$ cat config.mk
export PLATFORM = sky130hd
export DESIGN_NAME = pe_1st_feeder
export DESIGN_NICKNAME = d
export VERILOG_FILES = /design/src/rtl/pe_1st_feeder.sv
export SDC_FILE = /design/constraint.sdc
export NUM_CORES = 1
export LEC_CHECK = 0
export CAP_MARGIN = 15
export CORE_UTILIZATION = 45
export CTS_CLUSTER_SIZE = 25
export DETAILED_ROUTE_END_ITERATION = 6
export PLACE_DENSITY = 0.81
export SETUP_SLACK_MARGIN = 0.5
export SLEW_MARGIN = 20
export SYNTH_ARGS = -nofsm -noshare
export SYNTH_HDL_FRONTEND = slang
export SYNTH_SLANG_ARGS = --single-unit
$ cat constraint.sdc
create_clock -name clk -period 1.9 [get_ports clk]
set_input_delay 0.19 -clock clk [delete_from_list [all_inputs] [get_ports clk]]
set_output_delay 0.19 -clock clk [all_outputs]
set_load 0.01 [all_outputs]
$ cat src/rtl/pe_1st_feeder.sv
// Job sequencer for one PE_1st: flushes the accumulator, streams K*K weight/pixel pairs
// from the synchronous buffers, aligns the PE enables and returns the captured sum.
module pe_1st_feeder #(
    parameter int unsigned K     = 3,
    parameter int unsigned IMG_W = 28,
    parameter int unsigned AW    = 10
) (
    input  logic          clk,
    input  logic          rst_n,
    input  logic          start_i,
    input  logic [AW-1:0] w_base_i,
    input  logic [AW-1:0] p_base_i,
    output logic          busy_o,
    output logic          w_rd_o,
    output logic [AW-1:0] w_addr_o,
    input  logic [7:0]    w_data_i,
    output logic          p_rd_o,
    output logic [AW-1:0] p_addr_o,
    input  logic [7:0]    p_data_i,
    output logic [7:0]    pe_weight_o,
    output logic [7:0]    pe_pixel_o,
    output logic          pe_en_o,
    output logic          pe_flush_o,
    input  logic [31:0]   pe_result_i,
    output logic          res_valid_o,
    output logic [31:0]   res_data_o,
    input  logic          res_ready_i
);

    localparam int unsigned TAPS = K * K;
    localparam int unsigned CW   = $clog2(TAPS + 3);
    localparam int unsigned KW   = $clog2(K + 1);

    localparam logic [AW-1:0] ImgStep   = AW'(IMG_W);
    localparam logic [CW-1:0] LastTap   = CW'(TAPS - 1);
    localparam logic [CW-1:0] LastDrain = CW'(2);
    localparam logic [KW-1:0] LastCol   = KW'(K - 1);

    typedef enum logic [2:0] {
        StIdle,
        StFlush,
        StFetch,
        StDrain,
        StResult
    } state_t;

    state_t        state_q;
    logic [CW-1:0] cnt_q;
    logic [KW-1:0] col_q;
    logic [AW-1:0] row_base_q;
    logic          en1_q;

    assign pe_weight_o = w_data_i;
    assign pe_pixel_o  = p_data_i;

    always_ff @(posedge clk) begin
        if (!rst_n) begin
            state_q     <= StIdle;
            cnt_q       <= '0;
            col_q       <= '0;
            row_base_q  <= '0;
            en1_q       <= 1'b0;
            busy_o      <= 1'b0;
            w_rd_o      <= 1'b0;
            p_rd_o      <= 1'b0;
            w_addr_o    <= '0;
            p_addr_o    <= '0;
            pe_en_o     <= 1'b0;
            pe_flush_o  <= 1'b0;
            res_valid_o <= 1'b0;
            res_data_o  <= '0;
        end else begin
            // Stage 1 covers the buffer read latency, stage 2 the PE multiplier register.
            en1_q   <= w_rd_o;
            pe_en_o <= en1_q;

            unique case (state_q)
                StIdle: begin
                    if (start_i) begin
                        state_q    <= StFlush;
                        busy_o     <= 1'b1;
                        pe_flush_o <= 1'b1;
                        w_addr_o   <= w_base_i;
                        p_addr_o   <= p_base_i;
                        row_base_q <= p_base_i;
                    end
                end
                StFlush: begin
                    state_q    <= StFetch;
                    pe_flush_o <= 1'b0;
                    w_rd_o     <= 1'b1;
                    p_rd_o     <= 1'b1;
                    cnt_q      <= '0;
                    col_q      <= '0;
                end
                StFetch: begin
                    if (cnt_q == LastTap) begin
                        state_q <= StDrain;
                        w_rd_o  <= 1'b0;
                        p_rd_o  <= 1'b0;
                        cnt_q   <= '0;
                    end else begin
                        cnt_q    <= cnt_q + CW'(1);
                        w_addr_o <= w_addr_o + AW'(1);
                        // Row step is accumulated so the pixel address needs no multiplier.
                        if (col_q == LastCol) begin
                            col_q      <= '0;
                            row_base_q <= row_base_q + ImgStep;
                            p_addr_o   <= row_base_q + ImgStep;
                        end else begin
                            col_q    <= col_q + KW'(1);
                            p_addr_o <= p_addr_o + AW'(1);
                        end
                    end
                end
                StDrain: begin
                    if (cnt_q == LastDrain) begin
                        state_q     <= StResult;
                        res_data_o  <= pe_result_i;
                        res_valid_o <= 1'b1;
                        cnt_q       <= '0;
                    end else begin
                        cnt_q <= cnt_q + CW'(1);
                    end
                end
                StResult: begin
                    if (res_ready_i) begin
                        state_q     <= StIdle;
                        res_valid_o <= 1'b0;
                        busy_o      <= 1'b0;
                    end
                end
                default: state_q <= StIdle;
            endcase
        end
    end

endmodule

==> results.cfg, run 1 <==
[worst_setup_path]
critical_path.top_delay_family = simple AND/OR/NAND/NOR gates
cp_data_arrival_time_ns = 2.23
r2r_start = cnt_q[1]
end_kind = register
r2r_cells = 8
crit_buf_inv = 2
startpoint = cnt_q[1]
r2r_slack_ns = -0.06
worst-path-stages = 8
r2r_end = res_data_o[23]
crit_path_end = res_data_o[23]
required_ns = 2.18
crit_chain = buf_6 -> ha_4 -> nor3b_4 -> nand3_4 -> nor2_4 -> buf_12 -> nand2_1 -> a21oi_1
cp-start-kind = register
slowest_delay_ns = 0.34
critPathKind = register to register
path_max_fanout = 8
cp_slowest_cell = dfxtp_2

[global_route]
antenna_found_initial = 0
grt_pass1_wl_um = 22800
track_usage_pct = 33.7
grt_max_degree = 59
grt_pass1_vias = 4330
overflow = 0

[timing]
final-setup-viol-count = 1
drv_slew = 0
fin_crit_ns = 1.96
worst_pin_slew_ns = 0.640
finalCritPeriodShare_pct = 103
setup_tns_ns = -0.0574
timing.clock.skew_ns = 0.0126
rsz0062_at_grt = true
slew_headroom_pct = 57.0
clock.fmax_ghz = 0.511
hold_viol_final = 0
worst_slack_ns = -0.0574

[drt]
wire_per_inst_um = 22.7
drtIter0Drc = 577
wl_um = 17600
post-route-drc-count = 1
dr_total_vias = 4903
antenna_left = 0
viasPerCell = 6.33
drt_pass1_iterations = 7

[placement]
gp_congestion = 0.929
hpwl_um = 7710
dp_cells = 698
io_buffers = 113
pre_cts_ws_ns = -0.0937

[die]
fp.dieH_um = 94.8
die_x_um = 94.8
rows = 33
io_pins = 146
start_util_pct = 46.7
core_mm2 = 0.00830
die_area_mm2 = 0.00899

[synthesis]
synth_top_area_cell = dfxtp_1
synth_ff_type = dfxtp_1
synth-seq-area-share_pct = 39.7
synth_area_per_cell_um2 = 7.79
async_reset_ff_share_pct = 0
synth-seq-cells = 77
synth_area_leaders = dfxtp_1, nand2_1, a21oi_1, buf_4, o21ai_0
syn_inst = 498
synth_top_area_share_pct = 39.7
yosysWarnings = 0
synth_cell_types = 61
synth_edf_count = 0
syn_area_mm2 = 0.00388
synthesis.nets = 577

[cells_and_area]
nFillCells = 474
layout_common_cells = nand2_1, dlygate4sd2_1, clkdlybuf4s50_1
layout.cells.non_filler = 774
area_growth_pct = 70.7
final_util_pct = 79.8
layout_commonest_cell = nand2_1
diodes = 0
drive_above_1_share_pct = 36.3
num-nets-final = 743

[run_status]
status = complete, but fails checks
violations = design-rule violations, negative setup slack

[clock_tree]
cts_tree = yes
cts.sinks = 77
cts-root-buf = clkbuf_8
cts_buffer_depth = 2
htree_levels = 3
cts_buffers = 9
clkTransAtPathRegs_ns = 0.09
insertion_delay_ns = 0.37
cts_hold_buf = 0

[power_and_ir_drop]
p_leak_uw = 0.00270
peakVddDrop_v = 0.000551
power_uw = 4750
power-per-cell-area_mw_per_mm2 = 718

[job]
cap_violations = 0

[hold_path]
hold_class = input pin to register
power by group:
part	switching (uW)	leakage, uW	internal [uW]	total [uW]
Sequential	154	0.000638	1720	1880
Clock	669	0.0000985	738	1410
Combinational	728	0.00196	744	1470
synth_stat cells (2+ instances only):
| library cell | instances |
|---|---|
| a211oi_1 | 3 |
| a21oi_1 | 60 |
| a2bb2oi_1 | 2 |
| a31oi_1 | 8 |
| and2_1 | 4 |
| and3_1 | 7 |
| buf_2 | 7 |
| buf_4 | 18 |
| buf_6 | 5 |
| clkbuf_1 | 17 |
| dfxtp_1 | 77 |
| ha_1 | 7 |
| inv_1 | 6 |
| nand2_1 | 120 |
| nand2b_1 | 3 |
| nand3_1 | 18 |
| nand3b_1 | 2 |
| nand4_1 | 2 |
| nor2_1 | 30 |
| nor2b_1 | 3 |
| nor3_1 | 8 |
| nor3b_1 | 3 |
| nor4_1 | 2 |
| o211a_1 | 2 |
| o211ai_1 | 7 |
| o21a_1 | 2 |
| o21ai_0 | 26 |
| o21ai_1 | 4 |
| o31ai_1 | 7 |
| or2_2 | 2 |
| xnor2_1 | 6 |
cells by family after synthesis:
logic type | share of synthesized area [%]
adders and majority gates | 2.26
DFF | 39.7
and+or+nand+nor | 25.4
muxes | 0.290
xor gates and xnor gates | 1.58
AOI/OAI and AO/OA | 22.6
buffers and inverters | 8.06
through the flow:
step	hold slack (ns)	cell area [um2]
5_1_grt	0.367	6620
6_report	0.354	6620
4_1_cts	0.366	6070
3_3_place_gp	0.380	5170
2_1_floorplan	0.326	4010
3_5_place_dp	0.380	5170
routing by layer:
layer | global-route usage, % | vias to the layer above | share of wire (%)
li1 | - | 2064 | -
met1 | 42.7 | 2262 | 38
met2 | 52.5 | 446 | 45
met3 | 7.25 | 131 | 11
met4 | 19.8 | 0 | 6.6
met5 | 0 | - | 0
state kept, by name (all words and copies together), names as in the netlist:
name and cells:
res_data_o 32, p_addr_o 10, row_base_q 10, w_addr_o 10
cnt_q 4, state_q 3, col_q 2, busy_o 1
en1_q 1, p_rd_o 1, pe_en_o 1, pe_flush_o 1
res_valid_o 1
cell type report:
| cell class | count | area (um2) | area share, % |
|---|---|---|---|
| well taps | 105 | 131 | 1.98 |
| clock inverters | 6 | 87.6 | 1.32 |
| repair buffers | 197 | 2000 | 30.2 |
| multi-input cells | 373 | 2660 | 40.1 |
| clock buffers | 10 | 128 | 1.93 |
| inverters | 6 | 27.5 | 0.416 |
| flip-flops and latches | 77 | 1590 | 24.0 |
worst min path at each step:
stage          slack (ns)  cells after the start        endpoint       startpoint
3_3_place_gp         0.38                      0   pe_pixel_o[4]      p_data_i[4]
6_report             0.35                      3  res_data_o[10]  pe_result_i[10]
5_1_grt              0.37                      3   res_data_o[9]   pe_result_i[9]
4_1_cts              0.37                      3   res_data_o[5]   pe_result_i[5]
2_1_floorplan        0.33                      2   row_base_q[0]      p_base_i[0]
3_5_place_dp         0.38                      0   pe_pixel_o[4]      p_data_i[4]
repair_timing:
item,4_1_cts,5_1_grt
resized for setup,171,82
endpoints found under the hold margin,0,0
pin swaps,23,37
buffers inserted,24,24
gates cloned,9,3
setup endpoints to repair,128,77
worst reg2reg max path, stage by stage, from the launching register on:
cell,delay [ns]
dfxtp_2,0.34
buf_6,0.12
ha_4,0.15
nor3b_4,0.29
nand3_4,0.19
nor2_4,0.29
buf_12,0.18
nand2_1,0.09
a21oi_1,0.23
No activity file was read; power rests on OpenSTA's default activity.
==> inputs of run 2 (changes only) <==
clock period = 2.2 ns   (was 1.9 ns; I/O delays follow)
==> run 2 against run 1 <==
The flow now finishes without violations. Largest cell class unchanged. Global-route usage fell by 7.7 points. Critical endpoint is now res_data_o[27]. Core utilization fell by 9.4 points. Combinational power decreased by 37%. Sequential power decreased by 15%. Highest routed layer unchanged.
==> results.cfg, run 2 (same netlist as run 1, synthesis figures left out) <==
[run_status]
status = finished clean

[global_route]
grt_pass1_vias = 3671
grt_pass1_wl_um = 18200
grt_max_degree = 33
track_usage_pct = 26.0
antenna_found_initial = 0
overflow = 0

[timing]
timing.clock.skew_ns = 0.0119
setup_tns_ns = 0
fin_hold_ws_ns = 0.389
hold_viol_final = 0
drv_slew = 0
finalCritPeriodShare_pct = 81.1
final-setup-viol-count = 0
rsz0062_at_grt = true
clock.fmax_ghz = 0.560
slew_headroom_pct = 59.0
worst_pin_slew_ns = 0.612
fin_crit_ns = 1.79

[hold_path]
hold_end = res_data_o[23]
hold_class = input pin to register
holdPathStages = 3
min_from = pe_result_i[23]

[worst_setup_path]
cp-start-kind = register
crit_chain = inv_4 -> ha_4 -> nor3b_4 -> nand3_2 -> nor2_4 -> clkbuf_16 -> nand2_4 -> a21oi_2
path_max_fanout = 8
critical_path.top_delay_family = simple AND/OR/NAND/NOR gates
cp_data_arrival_time_ns = 2.09
r2r_slack_ns = 0.41
slowest_delay_ns = 0.35
r2r_cells = 8
cp_slowest_cell = dfxtp_2
required_ns = 2.50
crit_buf_inv = 2
critPathKind = register to register
end_kind = register
r2r_end = res_data_o[27]
r2r_start = cnt_q[0]

[placement]
io_buffers = 113
hpwl_um = 7630
dp_cells = 686
place_area_mm2 = 0.00500
gp_congestion = 0.893

[drt]
drtIter0Drc = 393
viasPerCell = 6.01
post-route-drc-count = 0
dr_total_vias = 4377
antenna_left = 0
drt_pass1_iterations = 5
wire_per_inst_um = 19.1
wl_um = 13900

[die]
start_util_pct = 46.7
io_pins = 146
rows = 33
die_x_um = 94.8
die_area_mm2 = 0.00899
core_mm2 = 0.00830
fp.dieH_um = 94.8

[clock_tree]
cts-root-buf = clkbuf_8
cts_buffer_depth = 2
clkTransAtPathRegs_ns = 0.09
insertion_delay_ns = 0.37
htree_levels = 3
cts_tree = yes
cts_hold_buf = 0
cts.sinks = 77
cts_buffers = 9

[power_and_ir_drop]
power-per-cell-area_mw_per_mm2 = 640
p_leak_uw = 0.00214
peakVddDrop_v = 0.000318

[cells_and_area]
num-nets-final = 698
largest_reg_flops = 32
layout_commonest_cell = clkdlybuf4s50_1
layout_common_cells = clkdlybuf4s50_1, nand2_1, dfxtp_1
drive_above_1_share_pct = 22.8
diodes = 0
regMostFlops = res_data_o
final_cell_area_mm2 = 0.00584
layout.cells.non_filler = 728
area_growth_pct = 50.6

[job]
cap_violations = 0
[run 2: cell count changes in the layout (fill, tap and decap cells not counted), sizes merged]
cell | before | now
clkbuf | 13 | 11
o21ai | 33 | 34
clkinvlp | 3 | 2
dlygate4sd2 | 56 | 0
or2 | 6 | 3
dlymetal6s2s | 2 | 0
clkdlybuf4s50 | 55 | 113
buf | 81 | 39
inv | 4 | 5
[run 2: power by group]
part           internal [uW]  total [uW]  switching, uW
combinational            465         924            459
clock                    632        1210            581
sequential              1480        1600            121
[run 2: timing repair]
item | 4_1_cts | 5_1_grt
pin swaps | 7 | 36
setup buffers | 11 | 10
resized for setup | 25 | 77
endpoints found under the setup margin | 67 | 65
cloned | 2 | 4
[run 2: worst max-delay path by stage]
stage,to,depth (start not counted),slack (ns),start
floorplan,row_base_q[4],6,0.50,state_q[0]
global placement,w_addr_o[2],6,0.12,start_i
detailed placement,w_addr_o[2],6,0.11,start_i
CTS,res_data_o[18],8,0.48,cnt_q[0]
global route,w_addr_o[5],6,0.35,state_q[0]
finish,res_data_o[27],8,0.41,cnt_q[0]
[run 2: worst reg2reg max path, delay by kind of cell, from the launching register on]
family | cells | cell delay [ns]
and+or+nand+nor | 4 | 0.73
DFF | 1 | 0.35
buffers and inverters | 2 | 0.32
AOI/OAI and AO/OA | 1 | 0.16
adders and majority gates | 1 | 0.14
[run 2: layout make-up]
cell class | instances | area, um2
Clock buffer | 9 | 124
Timing Repair Buffer | 154 | 1560
Sequential cell | 77 | 1560
Fill cell | 594 | 2460
Inverter | 6 | 25.0
Clock inverter | 6 | 88.8
Tap cell | 105 | 131
Multi-Input combinational cell | 371 | 2350
[run 2: per-stage QoR]
step	total power (uW)	util [%]	setup slack, ns
2_1_floorplan	2050	-	0.502
3_3_place_gp	2320	60.2	0.120
6_report	3740	70.4	0.415
5_1_grt	3860	70.4	0.347
3_5_place_dp	2350	60.2	0.113
4_1_cts	3580	65.0	0.482
[run 2: layer usage]
metal	up-vias	part of all wire, %	wire (um)	track usage (%)
met5	-	0	0	0
met4	0	3.7	520	11.7
met3	65	7.0	973	4.43
met2	273	49	6820	41.0
met1	2074	40	5590	34.7
li1	1965	-	-	-
